<file path="src/rtl/pong_bat_input_if.sv">
// Bat input bundle between the AVR/SPI decoder + video timing (master side)
// and the bat motion generator (slave side).
//   vsync            : game vertical sync, rising edge = frame tick
//   key_stb/up/dn    : keyboard strobe with Q/A held flags
//   msy_stb/mouse_y  : mouse strobe with absolute 8-bit Y counter
//   l_human/r_human  : sticky human-control flags
//   lbat_move/rbat_move : signed per-frame bat velocities
//   frame_stb        : pulse in the cycle new velocities appear
interface pong_bat_input_if;
    logic              vsync;
    logic              key_stb;
    logic              key_up;
    logic              key_dn;
    logic              msy_stb;
    logic [7:0]        mouse_y;
    logic              l_human;
    logic signed [8:0] lbat_move;
    logic              r_human;
    logic signed [8:0] rbat_move;
    logic              frame_stb;

    modport master (
        output vsync, key_stb, key_up, key_dn, msy_stb, mouse_y,
        input  l_human, lbat_move, r_human, rbat_move, frame_stb
    );

    modport slave (
        input  vsync, key_stb, key_up, key_dn, msy_stb, mouse_y,
        output l_human, lbat_move, r_human, rbat_move, frame_stb
    );
endinterface

</file>
<file path="src/rtl/pong_bat_input.sv">
// Per-frame bat motion generator: turns keyboard strobes into a ramping left
// bat velocity and accumulated mouse-Y deltas into a right bat velocity, both
// frame-constant and updated on the rising edge of vsync.
//   fclk       : system clock
//   game_reset : asynchronous active-high reset
//   bus        : pong_bat_input_if slave (inputs, velocities, human flags)
module pong_bat_input #(
    parameter int unsigned RAMP_FRAMES  = 8,
    parameter int unsigned MOUSE_SETTLE = 7,
    parameter int unsigned MAX_MOVE     = 63
) (
    input  logic             fclk,
    input  logic             game_reset,
    pong_bat_input_if.slave  bus
);
    localparam int unsigned RAMP_W   = 4;
    localparam int unsigned SETTLE_W = (MOUSE_SETTLE < 1) ? 1 : $clog2(MOUSE_SETTLE + 1);
    localparam int unsigned ACC_W    = 10;

    localparam logic [1:0] ST_IDLE = 2'd0;
    localparam logic [1:0] ST_SLOW = 2'd1;
    localparam logic [1:0] ST_MED  = 2'd2;
    localparam logic [1:0] ST_FAST = 2'd3;

    // Direction codes: up = negative velocity, down = positive
    localparam logic [1:0] DIR_NONE = 2'b00;
    localparam logic [1:0] DIR_DN   = 2'b01;
    localparam logic [1:0] DIR_UP   = 2'b10;

    localparam logic signed [ACC_W-1:0] MAX_S = ACC_W'(MAX_MOVE);
    localparam logic signed [ACC_W-1:0] MIN_S = -MAX_S;

    logic                       prev_vsync_q;
    logic                       key_up_q, key_up_d;
    logic                       key_dn_q, key_dn_d;
    logic                       l_human_q, l_human_d;
    logic                       r_human_q, r_human_d;
    logic [1:0]                 state_q, state_d;
    logic [RAMP_W-1:0]          ramp_q, ramp_d;
    logic [1:0]                 last_dir_q, last_dir_d;
    logic signed [8:0]          lbat_q, lbat_d;
    logic signed [8:0]          rbat_q, rbat_d;
    logic                       frame_stb_q, frame_stb_d;
    logic [SETTLE_W-1:0]        settle_q, settle_d;
    logic [7:0]                 prev_y_q, prev_y_d;
    logic signed [ACC_W-1:0]    acc_q, acc_d;

    logic                       tick_c;
    logic [1:0]                 dir_c;
    logic [3:0]                 speed_c;
    logic [8:0]                 mag_c;
    logic                       accept_c;
    logic [7:0]                 diff_c;
    logic signed [ACC_W-1:0]    sum_c;

    assign tick_c = bus.vsync & ~prev_vsync_q;

    // Direction comes from the held keys, so a strobe in the tick cycle
    // only affects the following tick.
    always_comb begin
        dir_c = DIR_NONE;
        if (key_up_q && !key_dn_q) dir_c = DIR_UP;
        if (key_dn_q && !key_up_q) dir_c = DIR_DN;
    end

    // Keyboard speed FSM and left velocity
    always_comb begin
        state_d    = state_q;
        ramp_d     = ramp_q;
        last_dir_d = last_dir_q;
        lbat_d     = lbat_q;
        speed_c    = 4'd0;
        mag_c      = 9'd0;
        if (tick_c) begin
            last_dir_d = dir_c;
            if (dir_c == DIR_NONE) begin
                state_d = ST_IDLE;
                ramp_d  = '0;
            end else if (state_q == ST_IDLE || dir_c != last_dir_q) begin
                state_d = ST_SLOW;
                ramp_d  = '0;
            end else if (state_q != ST_FAST) begin
                if (ramp_q == RAMP_W'(RAMP_FRAMES - 1)) begin
                    ramp_d  = '0;
                    state_d = (state_q == ST_SLOW) ? ST_MED : ST_FAST;
                end else begin
                    ramp_d = ramp_q + RAMP_W'(1);
                end
            end
            case (state_d)
                ST_SLOW: speed_c = 4'd2;
                ST_MED:  speed_c = 4'd4;
                ST_FAST: speed_c = 4'd8;
                default: speed_c = 4'd0;
            endcase
            mag_c  = (9'(speed_c) > 9'(MAX_MOVE)) ? 9'(MAX_MOVE) : 9'(speed_c);
            lbat_d = (dir_c == DIR_UP) ? -$signed(mag_c) : $signed(mag_c);
        end
    end

    // Mouse accumulation; a strobe in the tick cycle starts the next frame
    always_comb begin
        diff_c    = bus.mouse_y - prev_y_q;
        accept_c  = bus.msy_stb && (settle_q == '0);
        sum_c     = (tick_c ? ACC_W'(0) : acc_q) + $signed({{2{diff_c[7]}}, diff_c});
        if (sum_c > MAX_S) sum_c = MAX_S;
        if (sum_c < MIN_S) sum_c = MIN_S;

        acc_d     = tick_c ? '0 : acc_q;
        if (accept_c) acc_d = sum_c;
        rbat_d    = tick_c ? acc_q[8:0] : rbat_q;
        settle_d  = (tick_c && settle_q != '0) ? settle_q - SETTLE_W'(1) : settle_q;
        prev_y_d  = bus.msy_stb ? bus.mouse_y : prev_y_q;
        r_human_d = r_human_q | accept_c;
    end

    // Key latch and frame strobe
    always_comb begin
        key_up_d    = bus.key_stb ? bus.key_up : key_up_q;
        key_dn_d    = bus.key_stb ? bus.key_dn : key_dn_q;
        l_human_d   = l_human_q | (bus.key_stb & (bus.key_up | bus.key_dn));
        frame_stb_d = tick_c;
    end

    // prev_vsync resets high so reset release never fakes a tick
    always_ff @(posedge fclk or posedge game_reset) begin
        if (game_reset) begin
            prev_vsync_q <= 1'b1;
            key_up_q     <= 1'b0;
            key_dn_q     <= 1'b0;
            l_human_q    <= 1'b0;
            r_human_q    <= 1'b0;
            state_q      <= ST_IDLE;
            ramp_q       <= '0;
            last_dir_q   <= DIR_NONE;
            lbat_q       <= '0;
            rbat_q       <= '0;
            frame_stb_q  <= 1'b0;
            settle_q     <= SETTLE_W'(MOUSE_SETTLE);
            prev_y_q     <= '0;
            acc_q        <= '0;
        end else begin
            prev_vsync_q <= bus.vsync;
            key_up_q     <= key_up_d;
            key_dn_q     <= key_dn_d;
            l_human_q    <= l_human_d;
            r_human_q    <= r_human_d;
            state_q      <= state_d;
            ramp_q       <= ramp_d;
            last_dir_q   <= last_dir_d;
            lbat_q       <= lbat_d;
            rbat_q       <= rbat_d;
            frame_stb_q  <= frame_stb_d;
            settle_q     <= settle_d;
            prev_y_q     <= prev_y_d;
            acc_q        <= acc_d;
        end
    end

    assign bus.l_human   = l_human_q;
    assign bus.r_human   = r_human_q;
    assign bus.lbat_move = lbat_q;
    assign bus.rbat_move = rbat_q;
    assign bus.frame_stb = frame_stb_q;
endmodule

</file>
<file path="src/flat_wrapper.sv">
// flat-port wrapper written by rule: the top's interface ports become plain ports
module pong_bat_input_flat 
#(
    parameter int unsigned RAMP_FRAMES  = 8,
    parameter int unsigned MOUSE_SETTLE = 7,
    parameter int unsigned MAX_MOVE     = 63
)
  (fclk, game_reset, bus_vsync, bus_key_stb, bus_key_up, bus_key_dn, bus_msy_stb, bus_mouse_y, bus_l_human, bus_lbat_move, bus_r_human, bus_rbat_move, bus_frame_stb);
  pong_bat_input_if bus_i ();
  input  logic fclk;
  input  logic game_reset;
  input wire logic [$bits(bus_i.vsync)-1:0] bus_vsync;
  input wire logic [$bits(bus_i.key_stb)-1:0] bus_key_stb;
  input wire logic [$bits(bus_i.key_up)-1:0] bus_key_up;
  input wire logic [$bits(bus_i.key_dn)-1:0] bus_key_dn;
  input wire logic [$bits(bus_i.msy_stb)-1:0] bus_msy_stb;
  input wire logic [$bits(bus_i.mouse_y)-1:0] bus_mouse_y;
  output wire logic [$bits(bus_i.l_human)-1:0] bus_l_human;
  output wire logic [$bits(bus_i.lbat_move)-1:0] bus_lbat_move;
  output wire logic [$bits(bus_i.r_human)-1:0] bus_r_human;
  output wire logic [$bits(bus_i.rbat_move)-1:0] bus_rbat_move;
  output wire logic [$bits(bus_i.frame_stb)-1:0] bus_frame_stb;
  assign bus_i.vsync = bus_vsync;
  assign bus_i.key_stb = bus_key_stb;
  assign bus_i.key_up = bus_key_up;
  assign bus_i.key_dn = bus_key_dn;
  assign bus_i.msy_stb = bus_msy_stb;
  assign bus_i.mouse_y = bus_mouse_y;
  assign bus_l_human = bus_i.l_human;
  assign bus_lbat_move = bus_i.lbat_move;
  assign bus_r_human = bus_i.r_human;
  assign bus_rbat_move = bus_i.rbat_move;
  assign bus_frame_stb = bus_i.frame_stb;
  pong_bat_input #(.RAMP_FRAMES(RAMP_FRAMES), .MOUSE_SETTLE(MOUSE_SETTLE), .MAX_MOVE(MAX_MOVE)) u_core (.fclk(fclk), .game_reset(game_reset), .bus(bus_i));
endmodule
</file>
<file path="config.mk">
export PLATFORM = sky130hd
export DESIGN_NAME = pong_bat_input_flat
export DESIGN_NICKNAME = d
export VERILOG_FILES = /design/src/rtl/pong_bat_input_if.sv /design/src/rtl/pong_bat_input.sv /design/src/flat_wrapper.sv
export SDC_FILE = /design/constraint.sdc
export NUM_CORES = 1
export LEC_CHECK = 0
export BUFFER_PORTS_ARGS = -buffer_cell sky130_fd_sc_hd__buf_2
export CAP_MARGIN = 10
export CELL_PAD_IN_SITES_DETAIL_PLACEMENT = 1
export CELL_PAD_IN_SITES_GLOBAL_PLACEMENT = 2
export CORE_AREA = 2 2 95 97
export CTS_BUF_LIST = sky130_fd_sc_hd__clkbuf_2
export DETAILED_ROUTE_END_ITERATION = 8
export DIE_AREA = 0 0 97 99
export GPL_ROUTABILITY_DRIVEN = 0
export PLACE_DENSITY_LB_ADDON = 0.1
export RECOVER_POWER = 25
export SYNTH_ARGS = -nofsm -noshare
export SYNTH_HDL_FRONTEND = slang
export SYNTH_SLANG_ARGS = --single-unit
</file>
<file path="constraint.sdc">
create_clock -name fclk -period 9.7 [get_ports fclk]
set_input_delay 0.485 -clock fclk [delete_from_list [all_inputs] [get_ports fclk]]
set_output_delay 0.485 -clock fclk [all_outputs]
set_load 0.01 [all_outputs]
</file>
==> impl_metrics.yaml, run 1 <==
logic_synthesis:
  synth_cell_area_mm2: 0.00332
  yosysUniqueCellTypes: 63
  synth_sequential_area_ratio_pct: 37.1
  avgSynthCellArea_um2: 8.99
  dominantRegCellSynth: "sky130_fd_sc_hd__dfrtp_1"
  syn-instance-count: 369
  synth.net_count: 413
  synth_edf_count: 0
  synth-seq-cells: 49
  synth_warn: 0
  post_synthesis_async_set_or_reset_flop_share_pct: 100
hold_path:
  hold_path.startpoint: "bus_vsync"
  hold-path-cell-count: 1
  min_path_type: "in -> reg"
  timing.hold.worst_endpoint: "u_core.prev_vsync_q"
timing:
  slew_viol_final: 43
  finalSetupTns_ps: 0
  post-route-period-util_pct: 50.8
  max_slew_margin_pct: -54.3
  hold_violations: 0
  slew_worst_pin_ps: 2310
  setup_viol: 0
  postLayoutSetupSlackWorst_ps: 4770
  skew_ps: 17.3
  max_clock_freq_ghz: 0.203
  final.min_clock_period_ps: 4930
  rsz_0062_raised_after_global_routing: "false"
place:
  dp_hpwl_mm: 6.21
  pre_cts_ws_ps: 4610
  port_buffers: 34
clocking:
  clkSinkCount: 49
  cts_buffer_depth: 2
  clock_tree.root_cell: "sky130_fd_sc_hd__clkbuf_2"
  cts-buffers-inserted: 5
  tritoncts: "built"
  clk-insertion-delay-late_ps: 460
  clkTransAtPathRegs_ps: 280
  clock_tree.htree_level_count: 2
  post-cts-setup-buffer-count: 0
flow_run:
  max_cap_violations: 1
finish:
  flow.area_growth_from_synthesis_pct: 9.92
  fillCellCount: 1030
  count_of_nets_after_finishing: 444
  leading_cell_type_in_the_layout_fill_and_taps_excluded: "sky130_fd_sc_hd__nand2_1"
  layout.area.seq_mm2: 0.00123
  drive_gt1_share_pct: 15.5
  multiInputGateArea_mm2: 0.00192
  antenna-diode-count: 0
  most_frequent_cells_in_the_layout: "sky130_fd_sc_hd__nand2_1 (76), sky130_fd_sc_hd__dfrtp_1 (45), sky130_fd_sc_hd__buf_2 (33)"
floorplan:
  die_height_um: 99
  boundaryPins: 36
  chipWidth_um: 97
  die-area_mm2: 0.00960
  core.rowCount: 34
  initial_utilization_pct: 38.8
  core_mm2: 0.00855
power_and_ir_drop:
  ir_worst_vdd_mv: 0.0993
  part_of_the_power_in_the_clock_network_pct: 12.8
  power.combinational.fraction_pct: 56.7
  power.switching_fraction_pct: 45.9
  netSwitchingPower_w: 0.000425
  cellInternalPower_w: 0.000502
  power_w: 0.000927
  static_leakage_nw: 1.79
  seq_power_share_pct: 30.5
  pwr_density_cell_mw_per_mm2: 254
setup_path:
  rr_worst_depth: 20
  start_of_the_worst_register_to_register_path: "u_core.prev_y_q[0]"
  critPathCaptureType: "flip-flop"
  critical_path.reg2reg.endpoint: "u_core.acc_q[1]"
  startpoint_type_of_the_worst_setup_path: "flip-flop"
  r2r_setup_slack_ps: 4770
  critical_path_class: "reg -> reg"
  timing.critical_path.fanout_max: 6
  arrival_worst_endpoint_ps: 5280
  critPathRequiredTime_ps: 10050
routing:
  post_drt_wl_per_cell_um: 15.9
  routed_wl_mm: 8.08
  drt-vias-per-instance: 5.32
  dr_total_vias: 2706
  drt_iter0_markers: 82
  route.detailed.drc: 0
  final_antenna_net_count: 0
  detailedRoute.firstPassIterationCount: 4
global_routing:
  antenna_found_initial: 0
  grt_pass1_vias: 2902
  global_route.overflow_total: 0
  grt_start_max_net_pins: 43
  grt_usage_pct: 18.2
  global_route_wire_length_before_repair_mm: 14.3
run_status:
  run_status: "finished, violations left"
  violations: "max-capacitance violations, max-slew violations"
-- power groups by stage --
stage	registers [W]	logic (W)	clock network (W)
6_report	0.000283	0.000526	0.000118
4_1_cts	0.000284	0.000529	0.000126
2_1_floorplan	0.000283	0.000395	0
3_5_place_dp	0.000288	0.000523	0
3_3_place_gp	0.000287	0.000518	0
5_1_grt	0.000290	0.000596	0.000132
-- final cells by class --
| cell class | instances | area share (%) |
|---|---|---|
| Timing Repair Buffer | 37 | 5.22 |
| Inverter | 27 | 2.78 |
| Tap cell | 108 | 3.71 |
| Multi-Input combinational cell | 280 | 52.6 |
| Clock inverter | 3 | 1.20 |
| Sequential cell | 49 | 33.8 |
| Clock buffer | 5 | 0.686 |
-- flip-flops by register name, summed over array words and instances, names as in the netlist --
| register | flops |
|---|---|
| u_core.acc_q | 10 |
| u_core.bus.frame_stb | 1 |
| u_core.bus.l_human | 1 |
| u_core.bus.lbat_move | 5 |
| u_core.bus.r_human | 1 |
| u_core.bus.rbat_move | 9 |
| u_core.key_dn_q | 1 |
| u_core.key_up_q | 1 |
| u_core.last_dir_q | 2 |
| u_core.prev_vsync_q | 1 |
| u_core.prev_y_q | 8 |
| u_core.ramp_q | 4 |
| u_core.settle_q | 3 |
| u_core.state_q | 2 |
-- worst max path at each step --
stage	start	end	slack [ps]
after floorplan	bus_mouse_y[0]	u_core.acc_q[1]	5180
after global placement	bus_mouse_y[0]	u_core.acc_q[1]	4790
after detailed placement	bus_mouse_y[0]	u_core.acc_q[1]	4610
after CTS	u_core.prev_y_q[0]	u_core.acc_q[1]	4840
after global routing	u_core.prev_y_q[0]	u_core.acc_q[1]	4430
final	u_core.prev_y_q[0]	u_core.acc_q[1]	4770
-- logic make-up (layout without fill, tap and decap cells) --
group / count (synthesis) / in the layout / share of synthesized area (%)
AOI/OAI and AO/OA: 87 / 87 / 18.8
xor gates and xnor gates: 16 / 16 / 5.32
adders and majority gates: 29 / 29 / 11.4
buffers and inverters: 40 / 72 / 5.02
DFF: 49 / 49 / 37.1
muxes: 9 / 9 / 2.98
other: 1 / 1 / 0.113
and+or+nand+nor: 138 / 138 / 19.3
-- layer usage --
metal	up-vias	global-route usage (%)	routed length [um]
met5	-	0	0
met1	1335	25.0	4050
met2	26	30.1	3730
li1	1334	-	-
met3	11	2.77	169
met4	0	4.98	129
-- timing repair --
action / in CTS / in global routing
hold buffers: 1 / 0
resized for setup: 0 / 0
hold endpoints to repair: 7 / 0
-- cells in the mapped netlist, drive strengths merged (2+ instances only) --
library cell	n	area, um^2
a32o	3	30.0
nand2b	7	43.8
xor2	9	93.8
nand2	76	285
dfrtp	45	1130
a211oi	6	50.1
o31ai	2	15.0
nor4	3	18.8
o221ai	2	17.5
clkbuf	7	26.3
dfstp	4	105
a21boi	2	26.3
and2	10	62.6
inv	27	101
a21o	2	15.0
a21oi	18	90.1
buf	6	38.8
nor2	16	60.1
nor2b	2	12.5
and3	2	12.5
and4	2	17.5
o21ai	29	149
nor3	8	45.0
a221oi	2	41.3
ha	27	338
fa	2	40.0
a22oi	4	30.0
mux2	4	45.0
mux2i	5	53.8
nand3b	4	30.0
nand4	2	12.5
o21bai	4	30.0
o21a	2	15.0
xnor2	6	60.1
or3	2	12.5
nand3	2	10.0
-- per-stage QoR --
| step | cells | util (%) | instance area, um^2 | hold slack, ps |
|---|---|---|---|---|
| detailed placement | 500 | 41.8 | 3570 | 405 |
| CTS | 509 | 42.7 | 3650 | 70.1 |
| global placement | 500 | 41.8 | 3570 | 404 |
| floorplan | 369 | - | 3320 | 430 |
| global route | 509 | 42.6 | 3650 | 50.3 |
| finish | 509 | 42.6 | 3650 | 87.8 |
-- critical path, stage by stage (launching register included) --
cell and delay, ps:
sky130_fd_sc_hd__dfrtp_1 420, sky130_fd_sc_hd__ha_1 170, sky130_fd_sc_hd__inv_1 50, sky130_fd_sc_hd__fa_1 390, sky130_fd_sc_hd__a21o_1 180, sky130_fd_sc_hd__a21oi_1 210, sky130_fd_sc_hd__o21bai_1 90, sky130_fd_sc_hd__a21oi_1 180
sky130_fd_sc_hd__xnor2_1 90, sky130_fd_sc_hd__ha_1 210, sky130_fd_sc_hd__nor4_1 430, sky130_fd_sc_hd__o2111a_1 280, sky130_fd_sc_hd__a211oi_2 60, sky130_fd_sc_hd__a2bb2o_1 280, sky130_fd_sc_hd__and3_1 190, sky130_fd_sc_hd__or3_1 370
sky130_fd_sc_hd__o2111ai_1 90, sky130_fd_sc_hd__ha_1 310, sky130_fd_sc_hd__nor2_1 390, sky130_fd_sc_hd__a21oi_1 100, sky130_fd_sc_hd__a2111oi_2 350
No activity file was read; power rests on OpenSTA's default activity.
==> run 2: changes to the inputs <==
CORE_AREA = 2 2 102 104   (was 2 2 95 97)
DIE_AREA = 0 0 104 106   (was 0 0 97 99)
clock period = 4.4 ns   (was 9.7 ns; I/O delays follow)
==> impl_metrics.yaml, run 2 (synthesized netlist as in run 1, its figures left out) <==
global_routing:
  global_route.overflow_total: 0
  grt_usage_pct: 16.4
  antenna_found_initial: 0
  global_route_wire_length_before_repair_mm: 14.5
  grt_start_max_net_pins: 50
  grt_pass1_vias: 2889
run_status:
  run_status: "finished, violations left"
  violations: "max-capacitance violations, max-slew violations"
routing:
  route.detailed.drc: 0
  drt-vias-per-instance: 4.93
  post_drt_wl_per_cell_um: 15.1
  final_antenna_net_count: 0
  met3WireLength_um: 203
  met2_wirelength_from_detailed_routing_mm: 4.14
  highest-signal-layer: "met4"
  detailedRoute.firstPassIterationCount: 4
  routed_wl_mm: 8.69
  drt_iter0_markers: 55
  dr_total_vias: 2831
  m1WireLength_mm: 4.26
timing:
  max_clock_freq_ghz: 0.237
  setup_viol: 0
  max_slew_margin_pct: -89.2
  slew_viol_final: 50
  rsz_0062_raised_after_global_routing: "true"
  skew_ps: 37.7
  slew_worst_pin_ps: 2840
  postLayoutSetupSlackWorst_ps: 172
  final.min_clock_period_ps: 4230
  hold_violations: 0
  post-route-period-util_pct: 96.1
clocking:
  cts_buffer_depth: 2
  clk-insertion-delay-late_ps: 460
  cts-buffers-inserted: 5
  clock_tree.htree_level_count: 2
  clkSinkCount: 49
  tritoncts: "built"
  clock_tree.root_cell: "sky130_fd_sc_hd__clkbuf_2"
  clkTransAtPathRegs_ps: 310
floorplan:
  die_height_um: 106
  chipWidth_um: 104
  core_mm2: 0.0100
  core.rowCount: 37
  boundaryPins: 36
  initial_utilization_pct: 33.2
  die-area_mm2: 0.0110
hold_path:
  min_path_type: "in -> reg"
  hold_path.startpoint: "bus_mouse_y[1]"
finish:
  layout.core_utilization_pct: 41.5
  regMostFlops: "u_core.acc_q"
  final_design_area_no_fill_mm2: 0.00415
  most_frequent_cells_in_the_layout: "sky130_fd_sc_hd__nand2_1 (76), sky130_fd_sc_hd__dfrtp_1 (45), sky130_fd_sc_hd__buf_2 (32)"
  flow.area_growth_from_synthesis_pct: 25.1
  count_of_nets_after_finishing: 481
  largest_register_ff_count: 10
  fillCellCount: 1199
  leading_cell_type_in_the_layout_fill_and_taps_excluded: "sky130_fd_sc_hd__nand2_1"
  drive_gt1_share_pct: 24.7
  antenna-diode-count: 0
setup_path:
  arrival_worst_endpoint_ps: 4600
  start_of_the_worst_register_to_register_path: "u_core.prev_y_q[0]"
  critical_path.startpoint: "u_core.prev_y_q[0]"
  timing.critical_path.fanout_max: 4
  critPathRequiredTime_ps: 4770
  critical_path_class: "reg -> reg"
  critPathCaptureType: "flip-flop"
  startpoint_type_of_the_worst_setup_path: "flip-flop"
power_and_ir_drop:
  ir_worst_vdd_mv: 0.324
  pwr_density_cell_mw_per_mm2: 608
  power_w: 0.00252
  static_leakage_nw: 1.97
place:
  pre_cts_ws_ps: -121
  dp_hpwl_mm: 6.47
  post_dp_cell_area_mm2: 0.00377
  port_buffers: 34
flow_run:
  max_cap_violations: 1
## run 2: cell types whose count changed in the layout (fill, tap and decap cells not counted), sizes merged
| cell | previous run | this run |
|---|---|---|
| buf | 34 | 58 |
| dlygate4sd3 | 1 | 13 |
| clkbuf | 7 | 8 |
| clkinv | 1 | 2 |
| inv | 28 | 27 |
## run 2: path summary, 6_finish.rpt
kind	endpoint	slack [ps]	cells past startpoint
max	u_core.acc_q[0]	170	22
min	u_core.prev_y_q[1]	30	3
max reg2reg	u_core.acc_q[0]	170	22
min reg2reg	u_core.bus.l_human	500	1
max in group asynchronous	u_core.bus.lbat_move[1]	1500	4
min in group asynchronous	u_core.acc_q[5]	1320	4
## run 2: layout make-up
class	instances	area [um^2]	area share, %
tap	136	170	4.10
sequential	49	1230	29.7
multi-input combinational	280	2070	49.8
inverter	27	101	2.44
clock buffer	5	25.0	0.603
timing repair buffer	74	512	12.3
clock inverter	3	43.8	1.06
## run 2: through the flow
stage                     hold WS (ps)  TNS, ps  instances
after global placement             337     -269        550
after detailed placement           343     -567        550
after global routing              12.8     -722        574
after CTS                         4.77        0        570
after floorplan                    224        0        369
final                             27.1        0        574
## run 2: power breakdown
part	internal, W	switching, W	total, W
Combinational	0.000766	0.000874	0.00164
Clock	0.0000974	0.000161	0.000258
Sequential	0.000549	0.0000752	0.000624
Total	0.00141	0.00111	0.00252
## run 2: metal layers
metal	global-route usage, %	up-vias
met1	22.5	1393
li1	-	1400
met3	2.51	8
met5	0	-
met4	3.19	0
met2	27.5	30
## run 2: repair_timing
action	4_1_cts	5_1_grt
endpoints found under the hold margin	55	1
endpoints found under the setup margin	6	9
hold buffers	12	1
resized for setup	5	28
pin swaps	0	24
setup buffers	0	3
## run 2: critical path: stages (launching register included)
cell                        delay [ps]
sky130_fd_sc_hd__dfrtp_1           410
sky130_fd_sc_hd__ha_2              190
sky130_fd_sc_hd__inv_2              40
sky130_fd_sc_hd__fa_2              380
sky130_fd_sc_hd__buf_4             140
sky130_fd_sc_hd__buf_4             120
sky130_fd_sc_hd__xor2_1            150
sky130_fd_sc_hd__ha_1              250
sky130_fd_sc_hd__a211oi_1          420
sky130_fd_sc_hd__buf_4             210
sky130_fd_sc_hd__o21ai_2            70
sky130_fd_sc_hd__buf_6             150
sky130_fd_sc_hd__a211oi_4          230
sky130_fd_sc_hd__buf_4             160
sky130_fd_sc_hd__a211oi_1           50
sky130_fd_sc_hd__or3_1             320
sky130_fd_sc_hd__o2111ai_2         110
sky130_fd_sc_hd__ha_4              260
sky130_fd_sc_hd__buf_6             120
sky130_fd_sc_hd__nor2_4            110
sky130_fd_sc_hd__nand2_1            70
sky130_fd_sc_hd__mux2i_1           140
sky130_fd_sc_hd__a211oi_1           60
==> run 3: changes to the inputs <==
RECOVER_POWER = unset   (was 25)
==> impl_metrics.yaml, run 3 (synthesized netlist as in run 1, its figures left out) <==
finish:
  largest_register_ff_count: 10
  most_frequent_cells_in_the_layout: "sky130_fd_sc_hd__nand2_1 (76), sky130_fd_sc_hd__dfrtp_1 (45), sky130_fd_sc_hd__buf_2 (34)"
  layout.area.seq_mm2: 0.00123
  leading_cell_type_in_the_layout_fill_and_taps_excluded: "sky130_fd_sc_hd__nand2_1"
  antenna-diode-count: 0
  flow.area_growth_from_synthesis_pct: 25.3
  regMostFlops: "u_core.acc_q"
  count_of_nets_after_finishing: 481
  multiInputGateArea_mm2: 0.00207
  drive_gt1_share_pct: 25.6
  fillCellCount: 1197
floorplan:
  boundaryPins: 36
  core.rowCount: 37
  core_mm2: 0.0100
  chipWidth_um: 104
  die_height_um: 106
  initial_utilization_pct: 33.2
  die-area_mm2: 0.0110
global_routing:
  grt_usage_pct: 16.4
  grt_start_max_net_pins: 50
  grt_pass1_vias: 2889
  antenna_found_initial: 0
  global_route_wire_length_before_repair_mm: 14.5
  global_route.overflow_total: 0
routing:
  post_drt_wl_per_cell_um: 15.1
  route.detailed.drc: 0
  detailedRoute.firstPassIterationCount: 4
  highest-signal-layer: "met4"
  drt_iter0_markers: 53
  dr_total_vias: 2827
  final_antenna_net_count: 0
  m1WireLength_mm: 4.26
  met3WireLength_um: 198
  routed_wl_mm: 8.68
  met2_wirelength_from_detailed_routing_mm: 4.13
  drt-vias-per-instance: 4.93
setup_path:
  r2r_setup_slack_ps: 150
  timing.critical_path.fanout_max: 3
  critPathRequiredTime_ps: 4770
  startpoint_type_of_the_worst_setup_path: "flip-flop"
  start_of_the_worst_register_to_register_path: "u_core.prev_y_q[0]"
  critPathCaptureType: "flip-flop"
  critical_path.reg2reg.endpoint: "u_core.acc_q[0]"
  critical_path_class: "reg -> reg"
  arrival_worst_endpoint_ps: 4620
  rr_worst_depth: 23
power_and_ir_drop:
  pwr_density_cell_mw_per_mm2: 607
  ir_worst_vdd_mv: 0.324
  static_leakage_nw: 1.98
timing:
  slew_worst_pin_ps: 871
  hold_violations: 0
  skew_ps: 36.7
  final.min_clock_period_ps: 4250
  hold_slack_ps: 26.1
  post-route-period-util_pct: 96.5
  finalSetupTns_ps: 0
  max_clock_freq_ghz: 0.235
  rsz_0062_raised_after_global_routing: "true"
  setup_viol: 0
  slew_viol_final: 0
  max_slew_margin_pct: 41.8
place:
  dp_hpwl_mm: 6.47
  port_buffers: 34
clocking:
  clk-insertion-delay-late_ps: 460
  clkTransAtPathRegs_ps: 310
  clock_tree.htree_level_count: 2
  clkSinkCount: 49
  tritoncts: "built"
  cts-buffers-inserted: 5
  clock_tree.root_cell: "sky130_fd_sc_hd__clkbuf_2"
  cts_buffer_depth: 2
run_status:
  run_status: "finished, final reports clean"
hold_path:
  hold_path.startpoint: "bus_mouse_y[1]"
  timing.hold.worst_endpoint: "u_core.prev_y_q[1]"
  hold-path-cell-count: 3
  min_path_type: "in -> reg"
flow_run:
  max_cap_violations: 0
==> run 3: through the flow <==
| step | cells | worst slack (ps) | power, W | area [um^2] | util [%] |
|---|---|---|---|---|---|
| floorplan | 369 | 77.0 | 0.00149 | 3320 | - |
| global placement | 550 | -61.5 | 0.00200 | 3770 | 37.7 |
| detailed placement | 550 | -121 | 0.00202 | 3770 | 37.7 |
| CTS | 570 | 6.11 | 0.00233 | 3980 | 39.8 |
| global route | 574 | -182 | 0.00273 | 4160 | 41.6 |
| finish | 574 | 152 | 0.00252 | 4160 | 41.6 |
==> run 3: layout make-up <==
cell class	count	area share (%)
tap	136	4.10
sequential	49	29.6
inverter	27	2.44
clock buffer	5	0.602
multi-input combinational	280	49.7
clock inverter	3	1.05
timing repair buffer	74	12.5
==> run 3: power breakdown <==
| part | internal [W] | leakage, nW | total, W | switching (W) |
|---|---|---|---|---|
| logic | 0.000767 | 1.33 | 0.00164 | 0.000874 |
| clock network | 0.0000974 | 0.0433 | 0.000259 | 0.000162 |
| registers | 0.000549 | 0.603 | 0.000624 | 0.0000754 |
| total | 0.00141 | 1.98 | 0.00252 | 0.00111 |
==> run 3: what timing repair did <==
action / 4_1_cts / 5_1_grt
endpoints found under the hold margin: 55 / 1
resized for setup: 5 / 28
pin swaps: 0 / 24
buffers inserted: 0 / 3
hold buffers: 12 / 1
setup endpoints to repair: 6 / 9
==> run 3: worst max-delay path, cell delays in order, from the launching register on <==
cell and delay [ps]:
sky130_fd_sc_hd__dfrtp_1 410, sky130_fd_sc_hd__ha_2 190, sky130_fd_sc_hd__inv_2 40, sky130_fd_sc_hd__fa_2 380
sky130_fd_sc_hd__a21o_1 200, sky130_fd_sc_hd__a21oi_2 140, sky130_fd_sc_hd__o21bai_1 110, sky130_fd_sc_hd__a21oi_2 140
sky130_fd_sc_hd__xnor2_1 130, sky130_fd_sc_hd__ha_2 320, sky130_fd_sc_hd__o211ai_1 170, sky130_fd_sc_hd__nand2_1 150
sky130_fd_sc_hd__buf_6 150, sky130_fd_sc_hd__a21oi_4 160, sky130_fd_sc_hd__a41oi_2 60, sky130_fd_sc_hd__nor4_2 330
sky130_fd_sc_hd__or3_1 170, sky130_fd_sc_hd__o2111ai_2 140, sky130_fd_sc_hd__ha_4 300, sky130_fd_sc_hd__buf_6 120
sky130_fd_sc_hd__nor2_4 110, sky130_fd_sc_hd__nand2_1 70, sky130_fd_sc_hd__mux2i_1 140, sky130_fd_sc_hd__a211oi_1 60
==> run 3: how the worst max path moves through the flow <==
| stage | endpoint | slack [ps] | depth (start not counted) | startpoint |
|---|---|---|---|---|
| after floorplan | u_core.acc_q[1] | 80 | 20 | u_core.prev_y_q[0] |
| after global placement | u_core.acc_q[2] | -60 | 25 | bus_mouse_y[0] |
| after detailed placement | u_core.acc_q[0] | -120 | 24 | bus_mouse_y[0] |
| after CTS | u_core.acc_q[0] | 6 | 23 | u_core.prev_y_q[0] |
| after global routing | u_core.acc_q[0] | -180 | 23 | u_core.prev_y_q[0] |
| final | u_core.acc_q[0] | 150 | 23 | u_core.prev_y_q[0] |
==> run 3: routing by layer <==
layer | vias to the layer above | global-route usage, %
li1 | 1400 | -
met1 | 1387 | 22.5
met2 | 32 | 27.5
met3 | 8 | 2.51
met4 | 0 | 3.19
met5 | - | 0
